--- src/rtl/vai_tx_c0_arbiter.sv ---
// vai_tx_c0_arbiter: round-robin scheduler that drains the per-sub-AFU c0
// read-request FIFOs onto the single upstream c0 port. When BATCH_LEN > 1 it
// keeps the grant on one AFU for up to BATCH_LEN back-to-back pops.

// One requester lane: eligibility, pop strobe and the AND-OR data mux term.
module vai_tx_c0_lane #(
   parameter int DATA_WIDTH = 64,
   parameter int LNUM       = 3,
   parameter int IDX        = 0
) (
   input  logic                  need_rd,
   input  logic                  enable,
   input  logic [DATA_WIDTH-1:0] data,
   input  logic [LNUM-1:0]       sel,
   input  logic                  go,
   output logic                  eligible,
   output logic                  rd_req,
   output logic [DATA_WIDTH-1:0] data_m
);
   logic hit;
   assign hit      = (sel == LNUM'(IDX));
   assign eligible = need_rd & enable;
   assign rd_req   = go & hit;
   assign data_m   = hit ? data : '0;
endmodule

module vai_tx_c0_arbiter #(
   parameter int NUM_SUB_AFUS = 8,
   parameter int DATA_WIDTH   = 64,
   parameter int BATCH_LEN    = 4,
   localparam int LNUM = (NUM_SUB_AFUS > 1) ? $clog2(NUM_SUB_AFUS) : 1
) (
   input  logic                             clk,
   input  logic                             reset_n,
   input  logic [NUM_SUB_AFUS-1:0]          fifo_need_rd,
   input  logic [NUM_SUB_AFUS*DATA_WIDTH-1:0] fifo_data,
   output logic [NUM_SUB_AFUS-1:0]          fifo_rd_req,
   input  logic [NUM_SUB_AFUS-1:0]          afu_enable,
   input  logic                             up_alm_full,
   output logic                             tx_valid,
   output logic [DATA_WIDTH-1:0]            tx_data,
   output logic [LNUM-1:0]                  tx_vmid,
   output logic [1:0]                       arb_state
);
   localparam int CW = (BATCH_LEN > 1) ? $clog2(BATCH_LEN + 1) : 1;

   typedef enum logic [1:0] {
      READ_NORMAL = 2'd0,
      READ_BATCH  = 2'd1
   } state_t;

   state_t          state, state_n;
   logic [LNUM-1:0] rr_ptr, rr_n, cur, cur_n, sel_rr, sel;
   logic [CW-1:0]   cnt, cnt_n;
   logic            go;
   logic [NUM_SUB_AFUS-1:0]                 eligible;
   logic [NUM_SUB_AFUS-1:0][DATA_WIDTH-1:0] data_m;
   logic [DATA_WIDTH-1:0]                   head_data;

   for (genvar i = 0; i < NUM_SUB_AFUS; i++) begin : g_lane
      vai_tx_c0_lane #(.DATA_WIDTH(DATA_WIDTH), .LNUM(LNUM), .IDX(i)) u_lane (
         .need_rd  (fifo_need_rd[i]),
         .enable   (afu_enable[i]),
         .data     (fifo_data[i*DATA_WIDTH +: DATA_WIDTH]),
         .sel      (sel),
         .go       (go),
         .eligible (eligible[i]),
         .rd_req   (fifo_rd_req[i]),
         .data_m   (data_m[i])
      );
   end

   // First eligible index at or after rr_ptr, wrapping at NUM_SUB_AFUS (not 2**LNUM).
   always_comb begin
      int idx;
      logic found;
      sel_rr = rr_ptr;
      found  = 1'b0;
      idx    = 0;
      for (int k = 0; k < NUM_SUB_AFUS; k++) begin
         idx = int'(rr_ptr) + k;
         if (idx >= NUM_SUB_AFUS) idx = idx - NUM_SUB_AFUS;
         if (!found && eligible[idx]) begin
            sel_rr = LNUM'(idx);
            found  = 1'b1;
         end
      end
   end

   // Grant decision; reset gating keeps every pop strobe low while in reset.
   assign sel = (state == READ_BATCH) ? cur : sel_rr;
   assign go  = reset_n & ~up_alm_full & eligible[sel];

   // Head entry of the selected FIFO (one-hot AND-OR mux across lanes).
   always_comb begin
      head_data = '0;
      for (int i = 0; i < NUM_SUB_AFUS; i++) head_data = head_data | data_m[i];
   end

   // Next-state: round-robin pointer advance, batch entry/exit and pop counting.
   always_comb begin
      state_n = state;
      rr_n    = rr_ptr;
      cur_n   = cur;
      cnt_n   = cnt;
      case (state)
         READ_NORMAL: begin
            if (go) begin
               rr_n = (sel_rr == LNUM'(NUM_SUB_AFUS - 1)) ? '0 : sel_rr + 1'b1;
               if (BATCH_LEN > 1) begin
                  cur_n   = sel_rr;
                  cnt_n   = CW'(1);
                  state_n = READ_BATCH;
               end
            end
         end
         READ_BATCH: begin
            if (!eligible[cur]) begin
               // Drained or disabled: give up the grant, costs one bubble.
               state_n = READ_NORMAL;
               cnt_n   = '0;
            end else if (go) begin
               if (cnt == CW'(BATCH_LEN - 1)) begin
                  state_n = READ_NORMAL;
                  cnt_n   = '0;
               end else begin
                  cnt_n = cnt + 1'b1;
               end
            end
         end
         default: state_n = READ_NORMAL;
      endcase
   end

   // Arbiter state registers.
   always_ff @(posedge clk or negedge reset_n) begin
      if (!reset_n) begin
         state  <= READ_NORMAL;
         rr_ptr <= '0;
         cur    <= '0;
         cnt    <= '0;
      end else begin
         state  <= state_n;
         rr_ptr <= rr_n;
         cur    <= cur_n;
         cnt    <= cnt_n;
      end
   end

   // Output register: one cycle after the pop strobe.
   always_ff @(posedge clk or negedge reset_n) begin
      if (!reset_n) begin
         tx_valid <= 1'b0;
         tx_data  <= '0;
         tx_vmid  <= '0;
      end else begin
         tx_valid <= go;
         if (go) begin
            tx_data <= head_data;
            tx_vmid <= sel;
         end
      end
   end

   assign arb_state = state;
endmodule
--- config.mk ---
export PLATFORM = sky130hd
export DESIGN_NAME = vai_tx_c0_arbiter
export DESIGN_NICKNAME = d
export VERILOG_FILES = /design/src/rtl/vai_tx_c0_arbiter.sv
export SDC_FILE = /design/constraint.sdc
export NUM_CORES = 1
export LEC_CHECK = 0
export ABC_AREA = 1
export CORE_AREA = 2 2 237 239
export CTS_CLUSTER_SIZE = 14
export DETAILED_ROUTE_END_ITERATION = 7
export DIE_AREA = 0 0 239 241
export PLACE_DENSITY_LB_ADDON = 0.1
export SLEW_MARGIN = 10
export SYNTH_ARGS = -nofsm -noshare
export SYNTH_HDL_FRONTEND = slang
export SYNTH_SLANG_ARGS = --single-unit
--- constraint.sdc ---
create_clock -name clk -period 4.1 [get_ports clk]
set_input_delay 0.82 -clock clk [delete_from_list [all_inputs] [get_ports clk]]
set_output_delay 0.82 -clock clk [all_outputs]
set_load 0.01 [all_outputs]
==> impl_results.md <==
- Netlist cell types: 33
- Pre-antenna DRT Iters: 5
- Crit-path max FO: 4
- Synth Instances: 1672
- WL per Instance: 20.9 um
- Site Rows: 86
- GPL Wtd Cong: 0.887
- Final Worst Setup Slack: -49.3 ps
- Number of max-cap violations: 0
- Cts-stage hold buffer count: 0
- Post-synth top area cell: nand3_1
- Num CTS Buffers: 9
- Die span in x: 239 um
- Share of cells above drive strength 1: 0.141
- CTS Sinks: 78
- DRT Wirelength: 63500 um
- CP Capture Type: flop
- Final setup vio count: 5
- All-Layer GR Usage: 0.207
- Req. time, crit path: 4390 ps
- Largest net degree at the start of global routing: 151
- DR vias: 13.8k
- Commonest non-fill, non-tap cell in the layout: nand2_1
- RSZ-0062 raised after global routing: true
- Fill cells: 5984
- Minimum clock period: 4150 ps
- Most frequent cells in the layout: nand2_1 (647), clkdlybuf4s50_1 (582), nand3_1 (504)
- Post-synthesis sequential area ratio: 0.214
- Setup Crit Path Kind: input port to flop
- Placed cells: 2941
- Fin crit share: 1.01
- Mapped Area: 9100 um2
- CP max stage delay: 260 ps
- Layout Area Growth over Synthesis: 94.1%
- Vias per cell: 4.52
- Outcome: finished with violations
- Finished Layout Cells: 3041
- Initial antenna violation count: 11
- CP Launch Type: input port
- # nets final: 2863
- Root buffer cell: clkbuf_16
- Vias in the first global route: 13.6k
- Hold Crit Class: flop to flop
- Die area: 57600 um2
- GRT overflow: 0
- Final max-slew violation count: 0
- Insertion delay to the later sink of the worst-skew pair: 370 ps
- Clock slew at reported path FFs: 60 ps
- Yosys warns: 0
- CP max-delay cell: dlygate4sd2_1
- Starting Density: 0.166
- CORE AREA: 54900 um2
- Failing checks: negative setup slack
- Number of I/O port buffers: 607
- Synthesized area per cell: 5.44 um2
- Final HPWL DP: 47600 um
- Yosys top cell area share: 0.291
- Syn_nets: 2207
- Fmax: 241 MHz
- Die Y-Extent: 241 um
- Clock buffer depth: 2
- DRT iter0 DRCs: 663
- Slew headroom: 0.338
- First-pass GRT wire length: 88400 um
- I/O pins: 609
- Worst-Margin Slew: 992 ps
- Hold Vio Cnt, Final: 0
- Leading post-synthesis cells by cell area: nand3_1 (29%), nand2_1 (29%), dfrtp_1 (21%), nor2_1 (6.1%), buf_2 (4.5%)
- H-tree levels: 3
- Antenna viol nets, final: 0
- Post-route DRC: 0
- Most common cell on crit path: buf_4
- Arr. time, crit path: 4440 ps
- Worst Skew: 13.8 ps
- CTS tree: done
- Yosys reg bits: 78
cell usage after synthesis, drive strengths merged:
library cell    n
nand2         700
nand3         538
nor2          152
buf           126
dfrtp          78
inv            27
clkbuf         10
nand4          10
o21ai           8
ha              4
a21oi           3
nor3            3
nor4            3
a31oi           2
xnor2           2
a21boi          1
and3            1
conb            1
o211ai          1
o32ai           1
xor2            1
logic make-up (layout without fill, tap and decap cells):
family	after synthesis	count (layout)	share of synthesized area
other	1	6	0.000412
AND/OR/NAND/NOR	1407	1407	0.670
XOR/XNOR	3	3	0.00289
flip-flops	78	78	0.214
AO/OA/AOI/OAI	16	16	0.0113
buffers and inverters	163	823	0.0957
adder cells (fa/ha/maj)	4	4	0.00550
worst max-delay path: cells and delay by family:
| kind | cells | cell delay [ps] |
|---|---|---|
| buffers and inverters | 17 | 2130 |
| AO/OA/AOI/OAI | 2 | 240 |
| AND/OR/NAND/NOR | 11 | 1240 |
through the flow:
stage / cell area, um2 / TNS [ps] / setup WS (ps) / utilization / hold WS [ps]
5_1_grt: 17700 / -2920 / -241 / 0.322 / 502
2_1_floorplan: 9100 / 0 / 190 / - / 464
3_3_place_gp: 16300 / -29370 / -720 / 0.296 / 463
4_1_cts: 17200 / -240 / -57.2 / 0.313 / 483
6_report: 17700 / -157 / -49.3 / 0.322 / 479
3_5_place_dp: 16300 / -32670 / -779 / 0.296 / 464
timing repair:
item                       CTS  global route
pin swaps                   30            50
setup buffers               68            14
resized for setup           96           109
setup endpoints to repair   25            83
registers in the layout, summed over array words and instances (netlist names):
signal,cells
arb_state,1
tx_valid,1
rr_ptr,3
cur,3
cnt,3
tx_vmid,3
tx_data,64
per-layer routing:
layer / share of wire / GRT usage / up-vias / wire length, um
li1: - / - / 6787 / -
met2: 0.52 / 0.377 / 499 / 32800
met5: 0.0011 / 0 / - / 69
met4: 0.022 / 0.0589 / 10 / 1370
met1: 0.39 / 0.236 / 6397 / 24600
met3: 0.072 / 0.0543 / 61 / 4590
path summary, 6_finish.rpt:
kind / start / to / slack (ps) / cells past startpoint
worst max-delay path: afu_enable[3] / tx_vmid[1]$_DFFE_PN0N_ / -50 / 30
worst min-delay path: tx_data[22]$_DFFE_PN0N_ / tx_data[22]$_DFFE_PN0N_ / 480 / 2
worst max register to register: rr_ptr[1]$_DFFE_PN0P_ / tx_vmid[1]$_DFFE_PN0N_ / -10 / 30
worst min register to register: tx_data[22]$_DFFE_PN0N_ / tx_data[22]$_DFFE_PN0N_ / 480 / 2
max in group asynchronous: reset_n / tx_data[19]$_DFFE_PN0N_ / 2480 / 3
min in group asynchronous: reset_n / tx_vmid[1]$_DFFE_PN0N_ / 560 / 2
layout make-up:
| class | count | area (um2) | area share |
|---|---|---|---|
| inverters | 27 | 109 | 0.00616 |
| clock buffers | 10 | 239 | 0.0135 |
| flip-flops and latches | 78 | 1950 | 0.110 |
| clock inverters | 5 | 50.0 | 0.00283 |
| well taps | 704 | 881 | 0.0498 |
| diodes | 5 | 12.5 | 0.000708 |
| multi-input cells | 1431 | 6840 | 0.387 |
| repair buffers | 781 | 7590 | 0.430 |
Power is left out: the tool's default activity adds up to more than one toggle a clock period on the data nets, which glitch-free logic cannot reach.
